`src/rtl/uart_wb_pkg.sv`:
```
// Shared constants and FSM state type for the UART-to-Wishbone debug bridge.
package uart_wb_pkg;

    localparam logic [7:0] CMD_WRITE = 8'h57;
    localparam logic [7:0] CMD_READ  = 8'h52;
    localparam logic [7:0] ST_OK     = 8'h2B;
    localparam logic [7:0] ST_ERR    = 8'h21;

    typedef enum logic [2:0] {
        IDLE     = 3'd0,
        CMD_ADDR = 3'd1,
        CMD_DATA = 3'd2,
        BUS      = 3'd3,
        TX       = 3'd4
    } state_t;

endpackage

```
`src/rtl/uart_wb_bridge.sv`:
```
// Serial debug bridge: 'W'/'R' command frames from the uart become single
// 32-bit Wishbone cycles, answered with a status byte (plus read data).
module uart_wb_bridge
    import uart_wb_pkg::*;
#(
    parameter int idle_timeout = 1000000,
    parameter int bus_timeout  = 256
) (
    input  logic        clk,
    input  logic        reset,
    input  logic [7:0]  rx_data,
    input  logic        rx_avail,
    output logic        rx_ack,
    output logic [7:0]  tx_data,
    output logic        tx_wr,
    input  logic        tx_busy,
    output logic [31:0] wb_adr_o,
    output logic [31:0] wb_dat_o,
    input  logic [31:0] wb_dat_i,
    output logic [3:0]  wb_sel_o,
    output logic        wb_we_o,
    output logic        wb_cyc_o,
    output logic        wb_stb_o,
    input  logic        wb_ack_i
);

    localparam int IW = $clog2(idle_timeout + 1);
    localparam int BW = $clog2(bus_timeout + 1);

    // Handshakes: a rx byte is taken on the edge that raises rx_ack (rx_avail=1,
    // rx_ack=0); tx_wr is a one-cycle strobe issued only after tx_busy was seen
    // low, with tx_busy ignored for the cycle after each strobe.
    state_t          state;
    logic [1:0]      byte_cnt;
    logic            is_read;
    logic [IW-1:0]   idle_cnt;
    logic [BW-1:0]   bus_cnt;
    logic [39:0]     resp;
    logic [2:0]      tx_idx;
    logic            tx_guard;
    logic            consume;

    assign consume = rx_avail && !rx_ack &&
                     (state == IDLE || state == CMD_ADDR || state == CMD_DATA);

    always_ff @(posedge clk) begin
        if (reset) begin
            state    <= IDLE;
            rx_ack   <= 1'b0;
            tx_wr    <= 1'b0;
            tx_data  <= 8'h00;
            wb_adr_o <= 32'h0;
            wb_dat_o <= 32'h0;
            wb_sel_o <= 4'h0;
            wb_we_o  <= 1'b0;
            wb_cyc_o <= 1'b0;
            wb_stb_o <= 1'b0;
            byte_cnt <= 2'd0;
            is_read  <= 1'b0;
            idle_cnt <= '0;
            bus_cnt  <= '0;
            resp     <= 40'h0;
            tx_idx   <= 3'd0;
            tx_guard <= 1'b0;
        end else begin
            rx_ack <= consume;
            tx_wr  <= 1'b0;
            case (state)
                IDLE: begin
                    if (consume && (rx_data == CMD_WRITE || rx_data == CMD_READ)) begin
                        is_read  <= (rx_data == CMD_READ);
                        byte_cnt <= 2'd0;
                        idle_cnt <= '0;
                        state    <= CMD_ADDR;
                    end
                end
                CMD_ADDR, CMD_DATA: begin
                    if (consume) begin
                        idle_cnt <= '0;
                        byte_cnt <= byte_cnt + 2'd1;
                        if (state == CMD_ADDR)
                            wb_adr_o <= {wb_adr_o[23:0], rx_data};
                        else
                            wb_dat_o <= {wb_dat_o[23:0], rx_data};
                        if (byte_cnt == 2'd3) begin
                            if (state == CMD_ADDR && !is_read) begin
                                state <= CMD_DATA;
                            end else begin
                                state    <= BUS;
                                wb_cyc_o <= 1'b1;
                                wb_stb_o <= 1'b1;
                                wb_sel_o <= 4'hF;
                                wb_we_o  <= !is_read;
                                bus_cnt  <= '0;
                            end
                        end
                    end else if (idle_cnt == IW'(idle_timeout - 1)) begin
                        state <= IDLE;
                    end else begin
                        idle_cnt <= idle_cnt + 1'b1;
                    end
                end
                BUS: begin
                    // Ack is checked first so an ack on the expiry cycle still succeeds.
                    if (wb_ack_i || bus_cnt == BW'(bus_timeout - 1)) begin
                        resp     <= wb_ack_i ? {ST_OK, (is_read ? wb_dat_i : 32'h0)}
                                             : {ST_ERR, 32'h0};
                        wb_cyc_o <= 1'b0;
                        wb_stb_o <= 1'b0;
                        wb_sel_o <= 4'h0;
                        wb_we_o  <= 1'b0;
                        tx_idx   <= 3'd0;
                        tx_guard <= 1'b0;
                        state    <= TX;
                    end else begin
                        bus_cnt <= bus_cnt + 1'b1;
                    end
                end
                TX: begin
                    if (tx_wr) begin
                        tx_guard <= 1'b1;
                        resp     <= {resp[31:0], 8'h00};
                        if (tx_idx == (is_read ? 3'd4 : 3'd0))
                            state <= IDLE;
                        else
                            tx_idx <= tx_idx + 3'd1;
                    end else if (tx_guard) begin
                        tx_guard <= 1'b0;
                    end else if (!tx_busy) begin
                        tx_wr   <= 1'b1;
                        tx_data <= resp[39:32];
                    end
                end
                default: state <= IDLE;
            endcase
        end
    end

endmodule

```
`config.mk`:
```
export PLATFORM = sky130hd
export DESIGN_NAME = uart_wb_bridge
export DESIGN_NICKNAME = d
export VERILOG_FILES = /design/src/rtl/uart_wb_pkg.sv /design/src/rtl/uart_wb_bridge.sv
export SDC_FILE = /design/constraint.sdc
export NUM_CORES = 1
export LEC_CHECK = 0
export CAP_MARGIN = 20
export CORE_MARGIN = 5
export CORE_UTILIZATION = 48
export CTS_BUF_LIST = sky130_fd_sc_hd__clkbuf_8
export CTS_CLUSTER_SIZE = 40
export DETAILED_ROUTE_END_ITERATION = 6
export GPL_TIMING_DRIVEN = 0
export PLACE_DENSITY_LB_ADDON = 0.1
export SLEW_MARGIN = 10
export SYNTH_ARGS = -nofsm -noshare
export SYNTH_HDL_FRONTEND = slang
export SYNTH_SLANG_ARGS = --single-unit
```
`constraint.sdc`:
```
create_clock -name clk -period 1.8 [get_ports clk]
set_input_delay 0.27 -clock clk [delete_from_list [all_inputs] [get_ports clk]]
set_output_delay 0.27 -clock clk [all_outputs]
set_load 0.005 [all_outputs]
```
Word-level counts from Yosys, hierarchy flattened
Cells that the tools add are included.
{"block": "op_classes", "n_addsub": 4, "eq_ne": 22, "muxes": 48, "bitwise_logic": 5, "n_reduce_logical": 28}
{"cell": "$mux W40", "count": 2}
{"cell": "$pmux W40 S2", "count": 1}
{"cell": "$mux W20", "count": 3}
{"cell": "$pmux W20 S2", "count": 1}
{"cell": "$mux W36", "count": 1}
{"cell": "$mux W9", "count": 4}
{"cell": "$mux W3", "count": 11}
{"cell": "$mux W32", "count": 1}
{"cell": "$add A20 B1 Y20 const B", "count": 1}
{"cell": "$eq A20 B20 Y1 const B", "count": 1}
{"cell": "$pmux W9 S2", "count": 1}
{"cell": "$eq A8 B7 Y1 const B", "count": 2}
{"cell": "$mux W4", "count": 4}
{"cell": "$ne A2 B2 Y1 const B", "count": 8}
{"cell": "$reduce_and A3 Y1", "count": 5}
{"cell": "$pmux W3 S4", "count": 1}
{"cell": "$mux W1", "count": 10}
{"cell": "$reduce_and A5 Y1", "count": 2}
{"cell": "$add A9 B1 Y9 const B", "count": 1}
{"cell": "$eq A9 B8 Y1 const B", "count": 1}
{"cell": "$ne A3 B3 Y1 const B", "count": 3}
{"cell": "$pmux W4 S2", "count": 1}
{"cell": "$reduce_and A4 Y1", "count": 2}
{"cell": "$eq A3 B2 Y1 const B", "count": 2}
{"cell": "other kinds (21)", "count": 38}
{"block": "word_totals", "ff_bits": 159, "inputBits": 45, "out_inout_bits": 81, "wordCells": 123}

Logic depth before layout (Yosys ltp)
Gate-level depths: netlist of the first run.
{"block": "logic_depth", "word_depth": 7, "mapped_depth": 11}

Worst setup path before layout of the first run
Ideal clock, no wire load.
{"block": "synth_timing", "path_type": "flip-flop to flip-flop", "start": "reg bus_cnt[2]", "end": "reg resp[6]", "setup_time_ps": 71, "arrival_time_ps": 1930, "required_ps": 1729, "slack_ps": -201, "stages_incl_launch_ff": 11, "n_path_buf": 2, "period_less_slack_ps": 2001, "cell_sequence": "dfxtp_1 > and3_1 > nand3_1 > nor2_1 > ha_1 > o32a_1 > buf_6 > a21boi_1 > clkbuf_1 > nand3_1 > a21oi_1"}
{"block": "synth_between", "elab_chain_cells": 4}
{"item": "from (decl)", "line_no": "uart_wb_bridge.sv:37", "text": "logic [BW-1:0] bus_cnt;"}
{"item": "from (signal assigned)", "line_no": "uart_wb_bridge.sv:116", "text": "bus_cnt <= bus_cnt + 1'b1;"}
{"item": "$eq A9 B8 Y1", "line_no": "uart_wb_bridge.sv:105", "text": "if (wb_ack_i || bus_cnt == BW'(bus_timeout - 1)) begin"}
{"item": "$logic_or A1 B1 Y1", "line_no": "uart_wb_bridge.sv:105"}
{"item": "$ne A2 B2 Y1 (no line)"}
{"item": "$reduce_and A3 Y1 (no line)"}
{"item": "to (signal assigned)", "line_no": "uart_wb_bridge.sv:106", "text": "resp <= wb_ack_i ? {ST_OK, (is_read ? wb_dat_i : 32'h0)}"}
{"item": "to (signal assigned)", "line_no": "uart_wb_bridge.sv:122", "text": "resp <= {resp[31:0], 8'h00};"}
{"item": "to (decl)", "line_no": "uart_wb_bridge.sv:38", "text": "logic [39:0] resp;"}
Every way passes these cells.
A chain may end at the register's enable or synchronous reset.

Worst setup path in the final report of the first run
{"block": "layout_timing", "start": "reg state[0]", "end": "reg resp[21]"}
{"block": "layout_between", "elab_chain_cells": 3, "elab_cells_between_ends": 7, "classes_between": "4 x eq/ne; 1 x mux; 2 x reduce/logical"}
{"item": "from (decl)", "line_no": "uart_wb_bridge.sv:33", "text": "state_t state;"}
{"item": "from (signal assigned)", "line_no": "uart_wb_bridge.sv:48", "text": "state <= IDLE;"}
{"item": "from (signal assigned)", "line_no": "uart_wb_bridge.sv:74", "text": "state <= CMD_ADDR;"}
{"item": "from (signal assigned)", "line_no": "uart_wb_bridge.sv:87", "text": "state <= CMD_DATA;"}
{"item": "$eq A3 B3 Y1 or $eq A3 B2 Y1 (tied branches)", "line_no": "uart_wb_bridge.sv:68", "text": "case (state)"}
{"item": "$ne A2 B2 Y1 (no line) or $reduce_bool A2 Y1 (tied branches)"}
{"item": "$reduce_and A3 Y1 (no line)"}
Several ways; a longest one is shown, not always the timed one.

==> results by group, run 1 <==
Place
  • Count of buffers from port buffering: between 100 and 150
  • Area after DPL: about 8000 µm²
  • Placed instance count: 1093
  • Post-detailed-placement half-perimeter wirelength: approximately 13000 µm
  • Final weighted congestion in routability-driven placement: 0.9287

STA
  • Fraction of the cycle the final worst path needs: 113.1%
  • Worst clock skew on the final layout: 0.007652 ns
  • Worst slew pin tran: around 0.79 ns
  • Highest Clock Rate: 0.4911 GHz
  • Remaining max-slew budget at the tightest pin: between 40 and 50%
  • Final worst setup slack: -0.2362 ns
  • Number of max-slew violations in the final report: 0
  • Final critical path time including I/O delays and setup: 2.036 ns
  • Setup repair after global routing missed its margin: true
  • Final Hold Vio Count: 0
  • Endpoints failing setup: a little under 70

Logic synthesis
  • Number of synthesized register bits: about 160
  • Ranking of synthesized cells by instance count: sky130_fd_sc_hd__nand2_1, sky130_fd_sc_hd__dfxtp_1, sky130_fd_sc_hd__a21oi_1, sky130_fd_sc_hd__nor2_1, sky130_fd_sc_hd__clkbuf_1
  • Syn avg cell area: slightly above 8 µm²
  • Synthesized cell area: 6431 µm²
  • Syn nets: 844
  • Post-synth cell types: 59
  • Fraction of the yosys area taken by sequential cells: between 40% and 50%
  • Area contributors post-synth: sky130_fd_sc_hd__dfxtp_1, sky130_fd_sc_hd__nand2_1, sky130_fd_sc_hd__a21oi_1, sky130_fd_sc_hd__nor2_1, sky130_fd_sc_hd__a221oi_1
  • Library cell with the highest instance count after synthesis: sky130_fd_sc_hd__nand2_1
  • Yosys Warn Count: 0
  • Top FF cell, synth: sky130_fd_sc_hd__dfxtp_1
  • Post-synth EDFFs: 0
  • Post-synthesis async set-or-reset flop share: 0%
  • Cells after synthesis: a little under 800
  • Area share of the largest cell type after synthesis: 48.25%
  • Cell type with the highest aggregate area in the netlist: sky130_fd_sc_hd__dfxtp_1

Routing
  • Initial drt markers: 379
  • Avg Vias per Cell: 5.718
  • First-pass iteration count of the detailed router: 5
  • Routed wire per std cell: approximately 18 µm
  • Remaining antenna violation count: 0
  • Vias after detailed routing: 6662
  • Remaining routing DRC violations: 0
  • Total wire length after detailed routing: roughly 21000 µm

Critical path
  • Worst Setup Start Kind: register
  • Data arrival time of the critical path: 2.37 ns
  • Startpoint of the worst-slack reg-to-reg timing path: state[0]
  • Worst setup path class: register to register
  • Highest fanout seen on the critical path: 7
  • Sort of element at the end of the critical path: register
  • Crit. Startpoint: state[0]
  • Critical Path RT: 2.13 ns

GRT
  • Vias in the first global route: 6303
  • Overflow after GRT: 0
  • Global routing usage summed across all routing layers: between 20% and 30%
  • Wire length of the first global-routing pass: slightly above 30000 µm
  • Antenna violations before repair: 0
  • Pin count of the biggest net entering global routing: 17

Run
  • MaxCap Viol Count: 0

Clocking
  • Clk Latency, worst-skew pair: 0.46 ns
  • Clock sink count: 155
  • Clock tree from TritonCTS: yes
  • H-tree depth reported by CTS: 4
  • Bufs on Longest Clock Path: 2
  • Clk slew on worst S/H paths: 0.09 ns
  • Clock root cell: sky130_fd_sc_hd__clkbuf_8
  • Total clock buffers created by CTS: 17
  • Count of hold-fix buffers inserted at cts: 0

Power
  • Leakage dissipation: 3.453 nW
  • VDD IR-drop max: 435.3 µV
  • Power per cell area: roughly 670 nW/µm²

Cells and area
  • Post-Layout Inst Area: 9662 µm²
  • Total inserted antenna cells: 0
  • Area grow syn2layout: 50.23%
  • Nets: between 1000 and 1500
  • Non-filler cells in the finished layout: 1165
  • Share of final-layout standard cells stronger than drive strength 1: 27.00%

Floorplanning
  • Die area: 15810 µm²
  • Initial core utilization: 48.76%
  • IO Count: 126
  • Horizontal extent of the die: 125.8 µm
  • Row Count: 42
  • Die Y-Extent: 125.8 µm
  • Standard cell core area: 13190 µm²

Status
  • Failing checks: negative setup slack
  • Run status: finished with violations

Min path
  • Type of the worst min-delay path: input port to register
  • Startpoint of the lowest-slack hold path: rx_data[5]
-- critical path, cell delays in order, from the launching register on --
cell and delay (ns):
sky130_fd_sc_hd__dfxtp_4 0.39, sky130_fd_sc_hd__or3b_1 0.40, sky130_fd_sc_hd__buf_6 0.16, sky130_fd_sc_hd__o32a_1 0.18
sky130_fd_sc_hd__buf_6 0.14, sky130_fd_sc_hd__a21boi_4 0.14, sky130_fd_sc_hd__buf_8 0.15, sky130_fd_sc_hd__buf_6 0.14
sky130_fd_sc_hd__nor2_2 0.14, sky130_fd_sc_hd__nor3_2 0.07
-- metrics by stage --
stage	hold slack [ns]	setup slack (ns)	TNS (ns)	util [%]	power [mW]
4_1_cts	0.3641	-0.1576	-6.188	67.57	6.439
6_report	0.1189	-0.2362	-9.136	73.25	6.502
5_1_grt	0.1070	-0.3542	-14.55	73.25	6.758
3_3_place_gp	0.4404	-0.8902	-58.12	60.30	3.997
2_1_floorplan	0.4060	-0.1391	-2.090	-	3.778
3_5_place_dp	0.4455	-0.9989	-62.87	60.30	4.004
-- kinds of logic (layout without fill, tap and decap cells) --
| logic type | after synthesis | in the layout | share of synthesized area [%] |
|---|---|---|---|
| and+or+nand+nor | 339 | 339 | 23.54 |
| AOI/OAI and AO/OA | 197 | 197 | 19.01 |
| DFF | 155 | 155 | 48.25 |
| buffers and inverters | 78 | 274 | 5.350 |
| muxes | 11 | 11 | 1.712 |
| adders and majority gates | 7 | 7 | 1.323 |
| xor gates and xnor gates | 6 | 6 | 0.8171 |
-- layer usage --
layer | GRT usage [%] | vias up | wire length [µm]
met3 | 4.911 | 65 | 1090
met5 | 0 | - | 0
met2 | 39.71 | 233 | 10760
met1 | 29.16 | 3209 | 8401
met4 | 9.527 | 0 | 602
li1 | - | 3155 | -
-- power by group --
group	switching (mW)	internal [mW]	leakage, nW
clock network	1.32	1.08	0.162
registers	0.0284	3.44	1.26
logic	0.345	0.287	2.03
total	1.69	4.81	3.45
-- sequential cells by signal, summed over array words and instances, names as in the netlist, 2 cells and up --
name and flops:
tx_idx 3, tx_data 8, bus_cnt 9, wb_dat_o 32, byte_cnt 2, resp 40, wb_adr_o 32, idle_cnt 20
state 3
-- final timing paths --
check            endpoint  slack [ns]  cells after the start
max              resp[21]       -0.24                      9
min           wb_dat_o[5]        0.12                      3
min reg2reg  wb_adr_o[26]        0.45                      2
max reg2reg      resp[21]       -0.24                      9
-- repair_timing --
| item | in CTS | in global routing |
|---|---|---|
| gates cloned | 4 | 3 |
| endpoints found under the hold margin | 0 | 0 |
| pin swaps | 46 | 39 |
| buffers inserted | 25 | 12 |
| resized for setup | 118 | 163 |
| endpoints found under the setup margin | 150 | 138 |
-- layout by cell type, fill, tap and decap left out, drive strengths merged, types with 11 or more instances in the layout --
master / n
nand2: 162
dfxtp: 155
clkdlybuf4s50: 119
a21oi: 103
nor2: 69
buf: 66
clkbuf: 54
nor3: 34
o21ai: 25
a221oi: 24
nand3: 22
inv: 16
mux2i: 11
-- area by class of cell --
cell class	instances	area, µm²
sequential	155	3136
fill	930	3528
tap	176	220.2
buffer	59	412.9
inverter	15	56.30
timing repair buffer	168	1684
clock buffer	17	234.0
multi-input combinational	560	3791
clock inverter	15	127.6
(Power assumes the default switching activity.)
==> run 2, diff against run 1 <==
--- a/config.mk
+++ b/config.mk
@@ -6,13 +6,14 @@
 export NUM_CORES = 1
 export LEC_CHECK = 0
 export CAP_MARGIN = 20
-export CORE_MARGIN = 5
+export CORE_MARGIN = 4
 export CORE_UTILIZATION = 48
 export CTS_BUF_LIST = sky130_fd_sc_hd__clkbuf_8
 export CTS_CLUSTER_SIZE = 40
 export DETAILED_ROUTE_END_ITERATION = 6
 export GPL_TIMING_DRIVEN = 0
 export PLACE_DENSITY_LB_ADDON = 0.1
+export REMOVE_ABC_BUFFERS = 1
 export SLEW_MARGIN = 10
 export SYNTH_ARGS = -nofsm -noshare
 export SYNTH_HDL_FRONTEND = slang
==> run 2 against run 1 <==
  * The flow still finishes with violations (negative setup slack)
  * Fmax grew 0.21%
  * Cell area grew 1.0%
  * Clock skew grew 0.0030 ns
  * Core utilization grew 0.77 points
  * Combinational power grew 8.1%
  * Setup slack gained 0.0043 ns
  * Flip-flop and latch count is the same
  * Die area shrank 3.2%
==> results by group, run 2 (synthesis results as in run 1) <==
Clocking
  • Count of hold-fix buffers inserted at cts: 0
  • Clk slew on worst S/H paths: ~0.08 ns
  • Clk Latency, worst-skew pair: roughly 0.46 ns
  • Bufs on Longest Clock Path: 2
  • H-tree depth reported by CTS: 4
  • Clock sink count: 155
  • Total clock buffers created by CTS: 17
  • Clock root cell: sky130_fd_sc_hd__clkbuf_8
  • Clock tree from TritonCTS: yes

GRT
  • Antenna violations before repair: 0
  • Global routing usage summed across all routing layers: ~23%
  • Vias in the first global route: roughly 6000
  • Pin count of the biggest net entering global routing: ~90
  • Overflow after GRT: 0
  • Wire length of the first global-routing pass: between 20000 and 30000 µm

Min path
  • WHS Endpoint: wb_dat_o[7]
  • Startpoint of the lowest-slack hold path: rx_data[7]
  • Type of the worst min-delay path: input port to register
  • Number of cells traversed by the worst hold path: 3

Routing
  • First-pass iteration count of the detailed router: 6
  • Remaining antenna violation count: 0
  • Vias after detailed routing: 6657
  • Initial drt markers: 463
  • Total wire length after detailed routing: roughly 20000 µm
  • Routed wire per std cell: 17.25 µm
  • Avg Vias per Cell: 5.774
  • Remaining routing DRC violations: 0

Place
  • Worst setup slack after placement: -1.006 ns
  • Placed instance count: 1037
  • Final weighted congestion in routability-driven placement: 0.8212
  • Count of buffers from port buffering: approximately 130
  • Post-detailed-placement half-perimeter wirelength: ~10000 µm

Cells and area
  • Share of final-layout standard cells stronger than drive strength 1: 25.28%
  • Combined area of the multi-input logic cells: 3791 µm²
  • Flip-flop and latch area: roughly 3100 µm²
  • Final design utilization: ~74%
  • Area grow syn2layout: 51.81%
  • Filler cells: 911
  • Total inserted antenna cells: 0
  • Non-filler cells in the finished layout: 1153
  • Highest-count cells in the layout ignoring fill and taps: sky130_fd_sc_hd__nand2_1, sky130_fd_sc_hd__dfxtp_1, sky130_fd_sc_hd__clkdlybuf4s50_1
  • Leading cell type in the layout, fill and taps excluded: sky130_fd_sc_hd__nand2_1
  • Largest regs: resp x40, wb_adr_o x32, wb_dat_o x32
  • Nets: 1017
  • Max FFs per register: 40
  • Top reg by flops: resp

STA
  • Number of max-slew violations in the final report: 0
  • Highest Clock Rate: just under 0.5 GHz
  • Final worst setup slack: -0.2320 ns
  • Endpoints failing setup: 75
  • Fraction of the cycle the final worst path needs: 112.9%
  • Worst clock skew on the final layout: 0.01064 ns
  • Worst slew pin tran: 0.5235 ns
  • Setup repair after global routing missed its margin: true
  • Remaining max-slew budget at the tightest pin: between 60% and 70%
  • Final critical path time including I/O delays and setup: 2.032 ns
  • Final Hold Vio Count: 0

Critical path
  • Highest fanout seen on the critical path: 8
  • Worst setup path class: register to register
  • Reg2Reg Depth: 10
  • Critical Path RT: 2.16 ns
  • Sort of element at the end of the critical path: register
  • Data arrival time of the critical path: around 2.4 ns
  • Worst R2R End: resp[33]
  • Startpoint of the worst-slack reg-to-reg timing path: bus_cnt[4]
  • Register-to-register setup slack: -0.23 ns
  • Worst Setup Start Kind: register

Status
  • Failing checks: negative setup slack
  • Run status: finished with violations

Floorplanning
  • Die area: 15310 µm²
  • Initial core utilization: 48.76%
  • Die Y-Extent: roughly 120 µm
  • Horizontal extent of the die: between 100 and 150 µm
  • Standard cell core area: 13190 µm²
  • Row Count: 42
  • IO Count: approximately 130

Run
  • MaxCap Viol Count: 0

Power
  • Power per cell area: 731.2 nW/µm²
  • Leakage dissipation: about 3.5 nW
  • VDD IR-drop max: 458.0 µV
## run 2: how the worst max path moves through the flow
stage | from | end | slack, ns | depth (start not counted)
6_report | bus_cnt[4] | resp[33] | -0.23 | 10
5_1_grt | bus_cnt[4] | resp[33] | -0.30 | 10
4_1_cts | bus_cnt[4] | resp[35] | -0.17 | 10
3_5_place_dp | rx_data[6] | idle_cnt[9] | -1.01 | 6
3_3_place_gp | reset | idle_cnt[1] | -4.22 | 4
2_1_floorplan | bus_cnt[2] | resp[33] | -1.27 | 8
## run 2: repair_timing
action / in CTS / in global routing
pin swaps: 57 / 47
setup endpoints to repair: 153 / 122
cloned: 7 / 2
setup buffers: 44 / 35
endpoints found under the hold margin: 0 / 0
resized for setup: 107 / 99
## run 2: layout make-up
cell class	count	area share, %
multi-input combinational	566	38.83
sequential	155	32.00
timing repair buffer	211	21.74
clock buffer	20	2.819
tap	176	2.256
clock inverter	10	1.781
inverter	15	0.5767
## run 2: routing by layer
| layer | up-vias | wire length (µm) | part of all wire [%] | track usage [%] |
|---|---|---|---|---|
| met4 | 0 | 515 | 2.6 | 9.689 |
| met2 | 259 | 10140 | 51 | 38.83 |
| met1 | 3196 | 7930 | 40 | 28.36 |
| met3 | 49 | 1308 | 6.6 | 5.359 |
| met5 | - | 0 | 0 | 0 |
| li1 | 3153 | - | - | - |
## run 2: through the flow
step           instance area (µm²)  power, mW  hold WS, ns  TNS (ns)
3_5_place_dp                  7747      3.972       0.4461   -105.31
6_report                      9763      7.139       0.1447    -6.993
2_1_floorplan                 6143      3.715       0.3391    -79.58
5_1_grt                       9763      7.378       0.1279    -12.06
3_3_place_gp                  7615      3.952       0.4388   -464.00
4_1_cts                       9049      7.005       0.1911    -6.404
## run 2: worst max-delay path: stages, from the launching register on
cell and delay [ns]:
sky130_fd_sc_hd__dfxtp_2 0.35, sky130_fd_sc_hd__and3_4 0.20, sky130_fd_sc_hd__nand3_4 0.09, sky130_fd_sc_hd__nor2_4 0.12
sky130_fd_sc_hd__ha_4 0.16, sky130_fd_sc_hd__o32a_4 0.17, sky130_fd_sc_hd__a21boi_4 0.25, sky130_fd_sc_hd__buf_12 0.16
sky130_fd_sc_hd__buf_16 0.13, sky130_fd_sc_hd__nor2_1 0.05, sky130_fd_sc_hd__a311oi_2 0.24
## run 2: where the power goes
part	total (mW)	switching, mW	internal (mW)	leakage, nW
sequential	3.47	0.0273	3.45	1.25
clock	2.98	1.25	1.73	0.235
combinational	0.682	0.354	0.328	2.03
total	7.14	1.63	5.50	3.52
